--- src/rtl/data_io_upload.sv ---
// SPI-driven upload engine: streams bytes read from RAM out over SPI.
// The SPI side prefetches one byte ahead through a single-entry buffer.
`timescale 1ns/1ps
module data_io_upload #(
  parameter logic [24:0] START_ADDR = 25'h0,
  parameter logic [7:0]  CMD_RX     = 8'h56,
  parameter logic [7:0]  CMD_RX_DAT = 8'h57
) (
  input  logic        clk,
  input  logic        reset,
  input  logic        sck,
  input  logic        ss,
  input  logic        sdi,
  output logic        sdo,
  output logic        sdo_oe,
  output logic        uploading,
  output logic        underrun,
  output logic        rd,
  output logic [24:0] a,
  input  logic [7:0]  din,
  input  logic        rd_ack
);

  typedef enum logic [1:0] {StCmd, StParam, StTxdat, StIgnore} spi_st_e;
  typedef enum logic [1:0] {RIdle, RReq, RFull} rd_st_e;

  spi_st_e     spi_st_q;
  rd_st_e      rd_st_q;
  logic [1:0]  sck_sync_q, ss_sync_q, sdi_sync_q;
  logic        sck_prev_q;
  logic [2:0]  bit_cnt_q;
  logic [7:0]  shift_in_q, shift_out_q, buf_q;
  logic [24:0] addr_q;
  logic        load_pend_q, req_pend_q, stale_q;

  logic       sck_rise, sck_fall, ss_act;
  logic [7:0] rx_byte;

  assign sck_rise = sck_sync_q[1] & ~sck_prev_q;
  assign sck_fall = ~sck_sync_q[1] & sck_prev_q;
  assign ss_act   = ~ss_sync_q[1];
  assign rx_byte  = {shift_in_q[6:0], sdi_sync_q[1]};

  always_ff @(posedge clk) begin
    if (reset) begin
      sck_sync_q  <= 2'b00;
      ss_sync_q   <= 2'b11;
      sdi_sync_q  <= 2'b00;
      sck_prev_q  <= 1'b0;
      spi_st_q    <= StCmd;
      rd_st_q     <= RIdle;
      bit_cnt_q   <= 3'd0;
      shift_in_q  <= 8'h00;
      shift_out_q <= 8'h00;
      buf_q       <= 8'h00;
      addr_q      <= START_ADDR;
      load_pend_q <= 1'b0;
      req_pend_q  <= 1'b0;
      stale_q     <= 1'b0;
      sdo         <= 1'b0;
      sdo_oe      <= 1'b0;
      uploading   <= 1'b0;
      underrun    <= 1'b0;
      rd          <= 1'b0;
      a           <= 25'h0;
    end else begin
      sck_sync_q <= {sck_sync_q[0], sck};
      ss_sync_q  <= {ss_sync_q[0], ss};
      sdi_sync_q <= {sdi_sync_q[0], sdi};
      sck_prev_q <= sck_sync_q[1];
      sdo_oe     <= ss_act;

      // Read side; SPI events below may override these assignments.
      unique case (rd_st_q)
        RIdle: begin
          if (req_pend_q) begin
            rd         <= 1'b1;
            a          <= addr_q;
            rd_st_q    <= RReq;
            req_pend_q <= 1'b0;
          end
        end
        RReq: begin
          if (rd_ack) begin
            rd <= 1'b0;
            if (stale_q) begin
              stale_q <= 1'b0;
              rd_st_q <= RIdle;
            end else begin
              buf_q   <= din;
              rd_st_q <= RFull;
            end
          end
        end
        default: ;
      endcase

      if (!ss_act) begin
        spi_st_q    <= StCmd;
        bit_cnt_q   <= 3'd0;
        load_pend_q <= 1'b0;
        sdo         <= 1'b0;
      end else begin
        if (sck_rise) begin
          shift_in_q <= rx_byte;
          bit_cnt_q  <= bit_cnt_q + 3'd1;
          if (bit_cnt_q == 3'd7) begin
            case (spi_st_q)
              StCmd: begin
                if (rx_byte == CMD_RX) begin
                  spi_st_q <= StParam;
                end else if (rx_byte == CMD_RX_DAT) begin
                  spi_st_q    <= StTxdat;
                  load_pend_q <= 1'b1;
                end else begin
                  spi_st_q <= StIgnore;
                end
              end
              StParam: begin
                if (rx_byte != 8'h00) begin
                  uploading  <= 1'b1;
                  addr_q     <= START_ADDR;
                  underrun   <= 1'b0;
                  req_pend_q <= 1'b1;
                  if (rd_st_q == RFull || (rd_st_q == RReq && rd_ack)) rd_st_q <= RIdle;
                  // A read already in flight targets the old address; drop its data.
                  stale_q <= (rd_st_q == RReq && !rd_ack) || (rd_st_q == RIdle && req_pend_q);
                end else begin
                  uploading  <= 1'b0;
                  req_pend_q <= 1'b0;
                end
                spi_st_q <= StIgnore;
              end
              StTxdat: load_pend_q <= 1'b1;
              default: ;
            endcase
          end
        end

        if (sck_fall && spi_st_q == StTxdat) begin
          if (load_pend_q) begin
            load_pend_q <= 1'b0;
            if (!uploading) begin
              shift_out_q <= 8'h00;
              sdo         <= 1'b0;
            end else if (rd_st_q == RFull) begin
              shift_out_q <= buf_q;
              sdo         <= buf_q[7];
              addr_q      <= addr_q + 25'd1;
              rd_st_q     <= RIdle;
              req_pend_q  <= 1'b1;
            end else begin
              shift_out_q <= 8'hFF;
              sdo         <= 1'b1;
              underrun    <= 1'b1;
            end
          end else begin
            shift_out_q <= {shift_out_q[6:0], 1'b0};
            sdo         <= shift_out_q[6];
          end
        end
      end
    end
  end

endmodule

--- config.mk ---
export PLATFORM = sky130hd
export DESIGN_NAME = data_io_upload
export DESIGN_NICKNAME = d
export VERILOG_FILES = /design/src/rtl/data_io_upload.sv
export SDC_FILE = /design/constraint.sdc
export NUM_CORES = 1
export LEC_CHECK = 0
export BUFFER_PORTS_ARGS = -buffer_cell sky130_fd_sc_hd__buf_2
export CAP_MARGIN = 10
export CELL_PAD_IN_SITES_DETAIL_PLACEMENT = 1
export CELL_PAD_IN_SITES_GLOBAL_PLACEMENT = 2
export CORE_MARGIN = 1.5
export CORE_UTILIZATION = 38
export CTS_CLUSTER_SIZE = 40
export DETAILED_ROUTE_END_ITERATION = 12
export GPL_TIMING_DRIVEN = 1
export PLACE_DENSITY = 0.92
export SYNTH_ARGS = -nofsm -noshare
export SYNTH_HDL_FRONTEND = slang
export SYNTH_SLANG_ARGS = --single-unit
export TNS_END_PERCENT = 100
--- constraint.sdc ---
create_clock -name clk -period 2.64 [get_ports clk]
set_input_delay 0.132 -clock clk [delete_from_list [all_inputs] [get_ports clk]]
set_output_delay 0.132 -clock clk [all_outputs]
set_load 0.005 [all_outputs]
==> out/qor.txt <==
R2r endpoint = shift_out_q[5]
Slew @ Worst Pin = 0.909 ns
Clock Power Share = 37.4%
H-tree levels = 3
Arrival @ worst endpoint = 2.39 ns
Adder-Cell Fraction of Synth Area = 0.945%
Number of nets in the layout = 523
Clock root buffer = clkbuf_8
Period minus WS final = 2.13 ns
Worst endpoint required time = 2.89 ns
Post-CTS Setup Repair Bufs = 0
Synth Area in XOR/XNOR = 4.19%
Hold Path End = buf_q[7]
Top post-synthesis cells by area = dfxtp_1 (47%), nand2_1 (8.2%), a21oi_1 (5.8%)
Drt drc = 0
Slew HR = 39.2%
Iter 0 DRT Violations = 118
Final ANT Viol Nets = 0
Combinational share of power = 2.8%
Area Growth Syn to Fin = 14.5%
Die height = 105 um
HPWL Detailed = 6780 um
Number of flops mapped to enable cells by yosys = 0
Cell Pwr Density = 529 nW/um^2
R2r setup slk = 0.51 ns
Hold Path Stages = 3
Yosys reg bits = 94
Antenna violations before repair = 0
First-pass GRT wire length = 16,500 um
Ant diodes = 0
Routability cong. = 0.872
Layout cell share with drive strength beyond 1 = 16.3%
Vias = 3,330
Std-Cell Rows = 37
Complex-gate fraction of the synthesized area = 10.6%
Synth unique cells = 47
Hold Crit Start = din[7]
Ys Warns = 0
Vias in the first global route = 3,452
Power Internal = 1.88 mW
Top_reg_cell synth = dfxtp_1
Drt pass-1 iters = 4
Simple-gate portion of the synthesized area = 30.9%
Worst-path cell chain = nand4bb_1, nor2_1, nor2_1, a311oi_1
Synth top area share = 47.4%
Ports = 44
Most used cell, CP = nor2_1
Post-synth top area cell = dfxtp_1
Sw Share = 21.7%
Slowest Stage Delay on Critical Path = 0.78 ns
Sequential share of the synthesized area = 47.4%
Sw Pwr = 521 uW
Clock tree sinks = 94
Crit-path max FO = 13
Cells on worst reg2reg path = 4
Fillers = 1,252
Kind of critical path = flip-flop to flip-flop
Period utilization = 80.9%
Mapped Cells = 461
RSZ-0062 raised after global routing = false
Status = complete, no violations
Crit. End Element = flip-flop
# setup viols final = 0
Most frequent cells in the layout = dfxtp_1 (94), nand2_1 (87), nor2_1 (49)
Total die area = 11,100 um^2
Max Buffers Root-to-Sink = 2
Total Wirelength = 9600 um
Worst-Skew Late Latency = 0.36 ns
Hold Fails Final Rpt = 0
Max Cap Violations = 0
TritonCTS Buffers = 9
Async set-reset flop share out of synthesis = 0%
Largest family of logic cells by synthesized area = simple AND/OR/NAND/NOR gates
CTS tree = yes
Max IR drop VDD = 0.262 mV
Fmax achieved = 0.468 GHz
Hold crit path type = input port to flip-flop
Core area = 10,200 um^2
CP max stage cell = nor2_1
LEAKAGE = 1.60 nW
Mean Syn Cell Area = 8.62 um^2
Clock-pin transition on the worst setup and hold timing paths = 0.08 ns
Global route overflow = 0
CP Launch Type = flip-flop
Post-Route Setup TNS = 0 ns
GRT Overall Usage = 18.6%
Worst R2R Start = sck_sync_q[1]
Clock Skews = 0.00740 ns
Slew Viols, Final = 0
Port Buffer Count = 43
Pin count of the biggest net entering global routing = 40
Starting density of the core = 38.8%
Seq pwr share = 59.7%
Vias/cell = 5.16
Die extent in x = 105 um
Mapped Nets = 478
WL per Instance = 14.9 um
Mux cell area share after synthesis = 2.52%
Commonest non-fill, non-tap cell in the layout = dfxtp_1
Mapped Area = 3970 um^2
Power, Total = 2.40 mW
-- synthesized netlist by cell type (7+ instances only) --
master and count:
o21ai_0 11, nand4_1 9, nor2_1 49, dfxtp_1 94, a311oi_1 7, a21oi_1 46
mux2i_1 10, xnor2_1 14, nand2_1 87, nor2b_1 8, clkbuf_1 15, nand2b_1 10
nand3_1 11, nor2_2 7, inv_1 7
-- registers in the layout, indices dropped and copies added, names as in the netlist, 2 cells and up --
signal and flops:
a 25, addr_q 25, buf_q 8, shift_in_q 7
shift_out_q 7, bit_cnt_q 3, rd_st_q 2, sck_sync_q 2
sdi_sync_q 2, spi_st_q 2, ss_sync_q 2
-- cell type report --
cell class / count / area [um^2] / area share, %
Multi-Input combinational cell: 337 / 1950 / 43.0
Sequential cell: 94 / 1880 / 41.4
Timing Repair Buffer: 57 / 345 / 7.59
Tap cell: 136 / 170 / 3.74
Clock buffer: 12 / 135 / 2.97
Clock inverter: 2 / 35.0 / 0.771
Inverter: 7 / 26.3 / 0.578
-- per-stage QoR --
step / setup slack (ns) / hold WS, ns / cells / cell area, um^2 / util [%]
after CTS: 0.519 / 0.00450 / 645 / 4550 / 44.4
after global routing: 0.364 / 0.0104 / 645 / 4550 / 44.4
after detailed placement: 0.553 / 0.324 / 621 / 4280 / 41.8
after global placement: 0.717 / 0.314 / 621 / 4280 / 41.8
after floorplan: 1.09 / 0.236 / 461 / 3970 / -
final: 0.505 / 0.0181 / 645 / 4550 / 44.4
-- kinds of logic (layout without fill, tap and decap cells) --
| kind of cell | after synthesis | count (layout) |
|---|---|---|
| mux | 10 | 10 |
| flops | 94 | 94 |
| simple gates | 231 | 231 |
| fa+ha+maj | 3 | 3 |
| compound gates | 74 | 74 |
| xor+xnor | 19 | 19 |
| buf+inv | 30 | 78 |
-- worst max-delay path by stage --
stage,start,to,slack (ns),depth (start not counted)
after detailed placement,spi_st_q[1],shift_out_q[5],0.55,4
after global routing,sck_sync_q[1],shift_out_q[5],0.36,4
after global placement,sck_sync_q[1],rd_st_q[1],0.72,5
after floorplan,sck_sync_q[1],addr_q[10],1.09,8
final,sck_sync_q[1],shift_out_q[5],0.51,4
after CTS,sck_sync_q[1],shift_out_q[5],0.52,4
-- what timing repair did --
action | in CTS | in global routing
resized for setup | 0 | 0
hold endpoints to repair | 10 | 0
hold buffers | 10 | 0
-- per-layer routing --
metal	global-route usage, %	vias up	wire length [um]
li1	-	1664	-
met1	22.1	1608	4380
met4	6.26	0	127
met5	0	-	0
met3	4.14	12	270
met2	33.0	46	4820
-- power groups by stage --
stage,Combinational [mW],Clock [mW],Sequential (mW)
detailed placement,0.0574,0,1.47
finish,0.0682,0.900,1.44
global route,0.0759,0.991,1.44
global placement,0.0561,0,1.47
floorplan,0.0381,0,1.47
CTS,0.0692,0.925,1.44
-- critical path, delay by kind of cell, from the launching register on --
kind | cells | cell delay (ns)
compound gates | 1 | 0.35
simple gates | 3 | 1.32
flops | 1 | 0.35
Note: power is estimated with default switching activity, not from simulation.
